===== config.mk =====
export PLATFORM = sky130hd
export DESIGN_NAME = butterfly_p2s
export DESIGN_NICKNAME = d
export VERILOG_FILES = /design/src/rtl/butterfly_p2s_pkg.sv /design/src/rtl/butterfly_lane_idx.sv /design/src/rtl/butterfly_p2s.sv
export SDC_FILE = /design/constraint.sdc
export NUM_CORES = 1
export LEC_CHECK = 0
export CAP_MARGIN = 0
export CORE_ASPECT_RATIO = 1.1
export CORE_MARGIN = 10
export CORE_UTILIZATION = 50
export DETAILED_ROUTE_END_ITERATION = 10
export PLACE_DENSITY = 0.76
export SLEW_MARGIN = 20
export SYNTH_ARGS = -nofsm -noshare
export SYNTH_HDL_FRONTEND = slang
export SYNTH_HIERARCHICAL = 1
export SYNTH_SLANG_ARGS = --single-unit

===== constraint.sdc =====
create_clock -name clk -period 7.7 [get_ports clk]
set_input_delay 1.54 -clock clk [delete_from_list [all_inputs] [get_ports clk]]
set_output_delay 1.54 -clock clk [all_outputs]
set_load 0.05 [all_outputs]

===== src/rtl/butterfly_p2s_pkg.sv =====
// -----------------------------------------------------------------------------
// butterfly_p2s_pkg
// Shared definitions for the butterfly serial/parallel converters (p2s and s2p).
//   BFLY_POP_BITS       number of counter bits above the lane field that are
//                       popcounted to form the lane rotation
//   BFLY_DATA_W_DEF     default element width
//   BFLY_NUM_INPUT_DEF  default lane count
//   bfly_state_e        converter FSM states
//   bfly_lane()         rotated lane for a serial element index
// -----------------------------------------------------------------------------
package butterfly_p2s_pkg;

  localparam int unsigned BFLY_POP_BITS      = 8;
  localparam int          BFLY_DATA_W_DEF    = 16;
  localparam int          BFLY_NUM_INPUT_DEF = 8;

  typedef enum logic {
    BFLY_IDLE   = 1'b0,
    BFLY_STREAM = 1'b1
  } bfly_state_e;

  // lane = (idx[lb-1:0] + popcount(idx[lb+7:lb])) mod 2^lb.
  // Index bits at or above 32 count as zero. Result is returned in 8 bits
  // with everything above bit lb-1 cleared; lb ranges 1..8.
  function automatic logic [7:0] bfly_lane(input logic [31:0] idx,
                                           input int unsigned lb);
    logic [7:0] pop;
    logic [7:0] mask;
    pop = 8'd0;
    for (int unsigned i = 0; i < BFLY_POP_BITS; i++) begin
      if (lb + i < 32) pop = pop + {7'd0, idx[5'(lb + i)]};
    end
    mask = 8'((9'd1 << lb) - 9'd1);
    return (idx[7:0] + pop) & mask;
  endfunction

endpackage


===== src/rtl/butterfly_lane_idx.sv =====
// -----------------------------------------------------------------------------
// butterfly_lane_idx
// Combinational butterfly lane rotation: popcount of the 8 counter bits above
// the lane field, added to the low lane field, modulo 2^LB. Single shared
// definition for both conversion directions.
// Ports:
//   idx_i   [31:0]   serial element counter
//   lane_o  [LB-1:0] rotated lane index
// -----------------------------------------------------------------------------
module butterfly_lane_idx
  import butterfly_p2s_pkg::*;
#(
  parameter int LB = 3
) (
  input  logic [31:0]   idx_i,
  output logic [LB-1:0] lane_o
);

  assign lane_o = LB'(bfly_lane(idx_i, LB));

endmodule


===== src/rtl/butterfly_p2s.sv =====
// -----------------------------------------------------------------------------
// butterfly_p2s
// Parallel-to-serial converter. Accepts one num_input-lane word and emits its
// lanes one per beat in butterfly (rotated) lane order, so that the matching
// s2p stage with the same frame length reconstructs the original words.
// Full backpressure on the serial side; no bubble between back-to-back words.
//
// Ports:
//   clk     rising-edge clock
//   rst     asynchronous active-high reset; release synchronised to clk
//   up_dat  parallel word, lane i at [data_width*i +: data_width]
//   up_vld  up_dat valid
//   up_rdy  word can be accepted this cycle
//   length  frame length in serial elements (0 = wrap at 2^32), sampled
//           when a word is accepted with the serial counter at 0
//   dn_dat  serial element
//   dn_vld  dn_dat valid
//   dn_rdy  downstream accepts dn_dat
//   dn_last final element of a frame (only with BUTTERFLY_P2S_LAST_EN)
//
// Build option: define BUTTERFLY_P2S_LAST_EN to add the dn_last output.
// -----------------------------------------------------------------------------
module butterfly_p2s
  import butterfly_p2s_pkg::*;
#(
  parameter int data_width = BFLY_DATA_W_DEF,
  parameter int num_input  = BFLY_NUM_INPUT_DEF
) (
  input  logic                            clk,
  input  logic                            rst,
  input  logic [num_input*data_width-1:0] up_dat,
  input  logic                            up_vld,
  output logic                            up_rdy,
  input  logic [31:0]                     length,
  output logic [data_width-1:0]           dn_dat,
  output logic                            dn_vld,
  input  logic                            dn_rdy
`ifdef BUTTERFLY_P2S_LAST_EN
  ,
  output logic                            dn_last
`endif
);

  localparam int LB = $clog2(num_input);

  bfly_state_e           state_q, state_d;
  logic [LB-1:0]         b_q, b_d;
  logic [31:0]           c_q, c_d;
  logic [31:0]           len_q, len_d;
  logic [data_width-1:0] buf_q [num_input];
  logic                  load;
  logic                  rst_hold_q;

  logic [LB-1:0]         lane;
  logic                  last_beat;
  logic                  c_wrap;
  logic [31:0]           c_inc;
  logic                  up_rdy_c;
  logic                  dn_vld_c;

  // Reset asserts asynchronously; this flag keeps the block from accepting
  // until the first clock edge after rst falls, so release is synchronous.
  always_ff @(posedge clk or posedge rst) begin
    if (rst) rst_hold_q <= 1'b1;
    else     rst_hold_q <= 1'b0;
  end

  butterfly_lane_idx #(
    .LB(LB)
  ) u_lane_idx (
    .idx_i (c_q),
    .lane_o(lane)
  );

  assign last_beat = (b_q == LB'(num_input - 1));
  // len_q == 0 gives len_q-1 == all ones, so the counter wraps only at 2^32.
  assign c_wrap    = (c_q == len_q - 32'd1);
  assign c_inc     = c_wrap ? 32'd0 : c_q + 32'd1;

  always_comb begin
    state_d  = state_q;
    b_d      = b_q;
    c_d      = c_q;
    len_d    = len_q;
    load     = 1'b0;
    up_rdy_c = 1'b0;
    dn_vld_c = 1'b0;
    case (state_q)
      BFLY_IDLE: begin
        up_rdy_c = !rst_hold_q;
        if (up_vld && up_rdy_c) begin
          load    = 1'b1;
          b_d     = '0;
          state_d = BFLY_STREAM;
          if (c_q == 32'd0) len_d = length;
        end
      end
      BFLY_STREAM: begin
        dn_vld_c = 1'b1;
        // On the last beat the next word can be taken in the same cycle the
        // final element leaves, keeping the stream gapless.
        if (last_beat) up_rdy_c = dn_rdy && !rst_hold_q;
        if (dn_rdy) begin
          b_d = b_q + LB'(1);
          c_d = c_inc;
          if (last_beat) begin
            if (up_vld && up_rdy_c) begin
              load = 1'b1;
              b_d  = '0;
              if (c_inc == 32'd0) len_d = length;
            end else begin
              state_d = BFLY_IDLE;
            end
          end
        end
      end
      default: state_d = BFLY_IDLE;
    endcase
  end

  always_ff @(posedge clk or posedge rst) begin
    if (rst) begin
      state_q <= BFLY_IDLE;
      b_q     <= '0;
      c_q     <= '0;
      len_q   <= '0;
      for (int i = 0; i < num_input; i++) buf_q[i] <= '0;
    end else begin
      state_q <= state_d;
      b_q     <= b_d;
      c_q     <= c_d;
      len_q   <= len_d;
      if (load) begin
        for (int i = 0; i < num_input; i++)
          buf_q[i] <= up_dat[data_width*i +: data_width];
      end
    end
  end

  assign up_rdy = up_rdy_c;
  assign dn_vld = dn_vld_c;
  // Driven only by registered state, so it holds under backpressure.
  assign dn_dat = buf_q[lane];

`ifdef BUTTERFLY_P2S_LAST_EN
  assign dn_last = dn_vld_c && c_wrap;
`endif

endmodule


==> Word level (Yosys, flattened, before mapping) <==
Cells that the tools add are included.
{ "word_totals": {"ff_bits": 197, "output_inout_bits": 18} }
{ "classes": {"add_sub_neg": 11, "n_lt_le_gt_ge": 1, "eq_ne": 8, "muxes": 28, "bitwise_logic": 2, "n_reduce_logical": 9} }
{ "ops": {"columns": ["operator", "n"], "rows": [
  ["32-bit two-way mux", 7],
  ["32-bit zero test", 2],
  ["32-bit one-hot mux with 2 select lines", 1],
  ["16-bit binary-select mux with 3-bit select", 1],
  ["32-bit by 1-bit adder with 32-bit output (second input constant)", 1],
  ["32-bit == test", 1],
  ["16-bit two-way mux", 2],
  ["32-bit by 1-bit subtractor with 32-bit output (second input constant)", 1],
  ["3-bit by 1-bit adder with 3-bit output", 5],
  ["3-bit two-way mux", 4],
  ["1-bit two-way mux", 9],
  ["2-bit by 1-bit != test with 1-bit output (second input constant)", 3],
  ["2-bit != test (second input constant)", 3],
  ["1-bit one-hot mux with 2 select lines", 3],
  ["3-bit one-hot mux with 2 select lines", 1],
  ["6-bit AND reduction", 1],
  ["4-bit greater-or-equal comparator (second input constant)", 1],
  ["3-bit NOT with 4-bit output", 1],
  ["2-bit AND reduction", 2],
  ["2-bit by 1-bit adder with 3-bit output", 1],
  ["3-bit by 1-bit adder with 3-bit output (second input constant)", 1],
  ["3-bit adder", 1],
  ["3-bit == test (second input constant)", 1],
  ["1-bit logical AND", 3],
  ["3 further kinds", 3]
]} }

==> Logic depth before layout (Yosys ltp) <==
{ "depth": {"depth_word": 12, "depth_mapped": 13} }

==> By module <==
Netlist, hierarchy kept.
{ "by_module_without_submodules": {"columns": ["mod", "n_inst", "cells_per_inst", "area_per_inst_um2", "seq_area_each_um2"], "rows": [
  ["butterfly_p2s", 1, 900, 10777.8, 4931.0],
  ["butterfly_lane_idx", 1, 18, 181.4, 0.0]
]} }

==> Worst setup path before layout <==
No wires, ideal clock.
{ "synth_timing": {"path_type": "register to output", "start": "register c_q[0]", "end": "output port dn_dat[10]", "arrival_ns": 4.588, "t_required_ns": 6.160, "path_slack_ns": 1.572, "stages_incl_launch_ff": 12, "path_cell_list": "dfrtp_1 > fa_1 > inv_1 > fa_1 > fa_1 > inv_1 > fa_1 > fa_1 > clkbuf_1 > buf_1 > mux4_2 > mux2_2"} }
{ "synth_between": {"elab_chain_len": 5} }
{ "synth_rtl": {"columns": ["item", "line", "source"], "rows": [
  ["from (decl)", "butterfly_p2s.sv:48", "logic [31:0] c_q, c_d;"],
  ["from (signal assigned)", "butterfly_p2s.sv:125", "c_q <= '0;"],
  ["from (signal assigned)", "butterfly_p2s.sv:131", "c_q <= c_d;"],
  ["3-bit adder", "butterfly_p2s_pkg.sv:34", "return (idx[7:0] + pop) & mask;"],
  ["net lane[1]", "butterfly_p2s.sv:54", "logic [LB-1:0] lane;"],
  ["3-bit NOT with 4-bit output (not written as such)", "butterfly_p2s.sv:143", "assign dn_dat = buf_q[lane];"],
  ["16-bit binary-select mux with 3-bit select", "butterfly_p2s.sv:143", null],
  ["16-bit two-way mux (not written as such) (2 in a row)", "butterfly_p2s.sv:143", null],
  ["to (decl)", "butterfly_p2s.sv:35", "output logic [data_width-1:0] dn_dat,"]
]} }
The timed path passes the listed nets, and every way through them passes these cells. The select of a mux whose other input is x is not followed.

==> Worst setup path after layout <==
{ "layout_timing": {"start": "register c_q[0]", "end": "output port dn_dat[2]"} }
Same word-level chain as after synthesis.

==> flow_summary.json <==
{
  "clkTransAtPathRegs_ps": 70,
  "min_path_cells": 1,
  "dieArea_um2": 28200,
  "postCtsSetupRepairBufs": 0,
  "antenna_found_initial": 0,
  "reg2regPathDepth": 9,
  "outcome": "completed",
  "synth_cells": 918,
  "fillers": 1686,
  "cp-end-kind": "output pin",
  "syn_area_um2": 11000,
  "tightest_slew_ps": 1060,
  "crit_start": "c_q[0]$_DFFE_PP0P_",
  "cp_data_required_time_ps": 6160,
  "synth_top_cell_area_share_pct": 44.8,
  "critPathLaunchType": "flop",
  "cp_max_fo": 25,
  "dp_hpwl_um": 23300,
  "grt_max_degree": 148,
  "synth_edf_count": 0,
  "hp-class": "flop to flop",
  "wl_per_cell_um": 22.8,
  "cts_resized": 0,
  "firstDrtPassIters": 5,
  "max_stage_delay_ps": 1050,
  "yosys_warnings": 6,
  "vias_per_cell": 5.87,
  "r2r_end": "c_q[26]$_DFFE_PP0P_",
  "cts.sinks": 197,
  "crit_family": "adder cells",
  "drt_iter0_markers": 627,
  "path_common_cell": "fa_1",
  "final_max_slew_viol_count": 0,
  "wl_um": 31000,
  "start_util_pct": 51.1,
  "numPortBuffers": 181,
  "worstPathArrival_ps": 5580,
  "num_rows": 56,
  "slew_headroom_pct": 29.0,
  "setup_tns_ps": 0,
  "rsz0062_at_grt": "false",
  "fin_worst_skew_ps": 14.3,
  "root_buffer": "clkbuf_16",
  "ys_top_cells_by_area": "dfrtp_1, mux2_2, mux4_2",
  "die_w_um": 161,
  "grt_pass1_vias": 8215,
  "holdBufCountCts": 0,
  "synth_seq_cells": 197,
  "max_freq_mhz": 141,
  "finalCritPeriodShare_pct": 92.4,
  "report.final.hold_viol_count": 0,
  "synth_ff_type": "dfrtp_1",
  "synth.largest_area_cell": "dfrtp_1",
  "syn_nets": 1094,
  "htree_num_levels": 4,
  "cts_buffers": 17,
  "worstHoldStart": "buf_q[50]$_DFFE_PP0P_",
  "cts_tree": "yes",
  "cp.depth": 10,
  "vias": 7991,
  "synth_cell_type_count": 65,
  "period_needed_ps": 7120,
  "grt_use_total_pct": 21.8,
  "gp_congestion": 0.902,
  "grt_pass1_wl_um": 48100,
  "synth-seq-area-share_pct": 45.0,
  "syn2layout_area_growth_pct": 23.2,
  "overflow": 0,
  "path_class": "flop to output pin",
  "clock_latency_ps": 450,
  "r2r_slack_ps": 2800,
  "slowest_stage": "fa_2",
  "setup_viol": 0,
  "layout-drive-gt1-share_pct": 24.9,
  "r2r_start": "len_q[3]$_DFFE_PP0P_",
  "crit_buf_inv": 3,
  "cap_violations": 0,
  "remaining_drc_errors": 0,
  "core_um2": 21400,
  "endpoint": "dn_dat[2]",
  "fin_nets": 1233,
  "cts_max_path_buffers": 2,
  "syn_area_per_cell_um2": 11.9,
  "synthArstFlopShare_pct": 100,
  "die_h_um": 175,
  "ios": 182,
  "postRouteAntennaNets": 0,
  "cp_cell_sequence": "fa_1, inv_1, fa_1, fa_1, inv_1, fa_2, fa_2, mux4_2, mux2_2, clkdlybuf4s50_1"
}
cells by family after synthesis:
group,Yosys count,synth area share (%)
buffers and inverters,93,3.72
muxes,213,26.2
AOI/OAI and AO/OA,111,6.67
xor gates and xnor gates,54,4.32
DFF,197,45.0
other,1,0.0342
and+or+nand+nor,236,12.3
adders and majority gates,13,1.80
Yosys cell counts, types with 6 or more instances:
cell / n
inv_1: 22
nor4_1: 16
ha_1: 7
mux2_2: 145
a21oi_1: 22
buf_2: 8
and3_1: 13
dfrtp_1: 196
o31ai_1: 7
nor2_1: 30
xnor2_1: 37
and4_1: 9
o21ai_1: 29
mux4_2: 32
nand2b_1: 6
and2_1: 7
nor4b_1: 6
nand2_1: 42
mux2_4: 30
a31oi_1: 8
nand4_1: 20
a22o_1: 7
nand3b_1: 8
nand3_1: 28
clkbuf_1: 55
nor3_1: 21
xor2_1: 17
layer usage:
metal / vias to the layer above / global-route usage [%] / share of wire [%]
met5: - / 0 / 0
met4: 0 / 7.55 / 2.7
met3: 36 / 3.70 / 4.5
met2: 250 / 37.7 / 52
met1: 4030 / 27.1 / 41
li1: 3675 / - / -
stage by stage:
step | setup slack [ps] | util [%] | hold slack, ps | instances | cell area, um^2
3_5_place_dp | 1010 | 60.2 | 495 | 1328 | 12900
3_3_place_gp | 1050 | 60.2 | 485 | 1328 | 12900
6_report | 583 | 63.0 | 507 | 1361 | 13500
5_1_grt | 330 | 63.0 | 525 | 1360 | 13500
4_1_cts | 542 | 62.9 | 511 | 1360 | 13500
2_1_floorplan | 793 | - | 470 | 918 | 11000
state kept, by name (all words and copies together) (netlist names):
signal      cells
b_q             3
c_q            32
buf_q         128
state_q         1
rst_hold_q      1
len_q          32
worst register-to-register path, delay by kind of cell (launching register included):
family | cells | cell delay (ps)
AO/OA/AOI/OAI | 1 | 180
AND/OR/NAND/NOR | 7 | 3970
XOR/XNOR | 1 | 150
flip-flops | 1 | 470
layout make-up:
| type | count | area [um^2] | share of cell area [%] |
|---|---|---|---|
| diodes | 1 | 2.50 | 0.0185 |
| clock buffers | 17 | 425 | 3.15 |
| multi-input cells | 628 | 5640 | 41.8 |
| repair buffers | 191 | 1890 | 14.0 |
| well taps | 290 | 363 | 2.69 |
| flip-flops and latches | 197 | 4930 | 36.5 |
| inverters | 22 | 95.1 | 0.704 |
| clock inverters | 15 | 160 | 1.19 |
placed cells by master, fill, tap and decap left out, types with 6 or more instances in the layout:
cell,netlist,layout
dfrtp_1,196,196
clkdlybuf4s50_1,0,181
mux2_2,145,145
nand2_1,42,42
xnor2_1,37,36
mux4_2,32,32
mux2_4,30,30
nor2_1,30,29
o21ai_1,29,29
nand3_1,28,28
a21oi_1,22,22
nor3_1,21,21
inv_1,22,21
nand4_1,20,20
xor2_1,17,17
clkbuf_16,0,17
nor4_1,16,16
and3_1,13,13
buf_4,0,10
and4_1,9,9
nand3b_1,8,8
a31oi_1,8,8
and2_1,7,7
o31ai_1,7,7
a22o_1,7,7
ha_1,7,7
nand2b_1,6,6
nor4b_1,6,6
worst min-delay path by stage:
stage                                        to  slack (ps)
final                     buf_q[50]$_DFFE_PP0P_         510
after detailed placement  buf_q[74]$_DFFE_PP0P_         490
after global routing       buf_q[1]$_DFFE_PP0P_         530
after floorplan              b_q[1]$_DFFE_PP0P_         470
after global placement    buf_q[92]$_DFFE_PP0P_         490
after CTS                 buf_q[74]$_DFFE_PP0P_         510
Power is not shown: default switching activity piles up to over one toggle a cycle in this logic, so the estimate is an artifact.
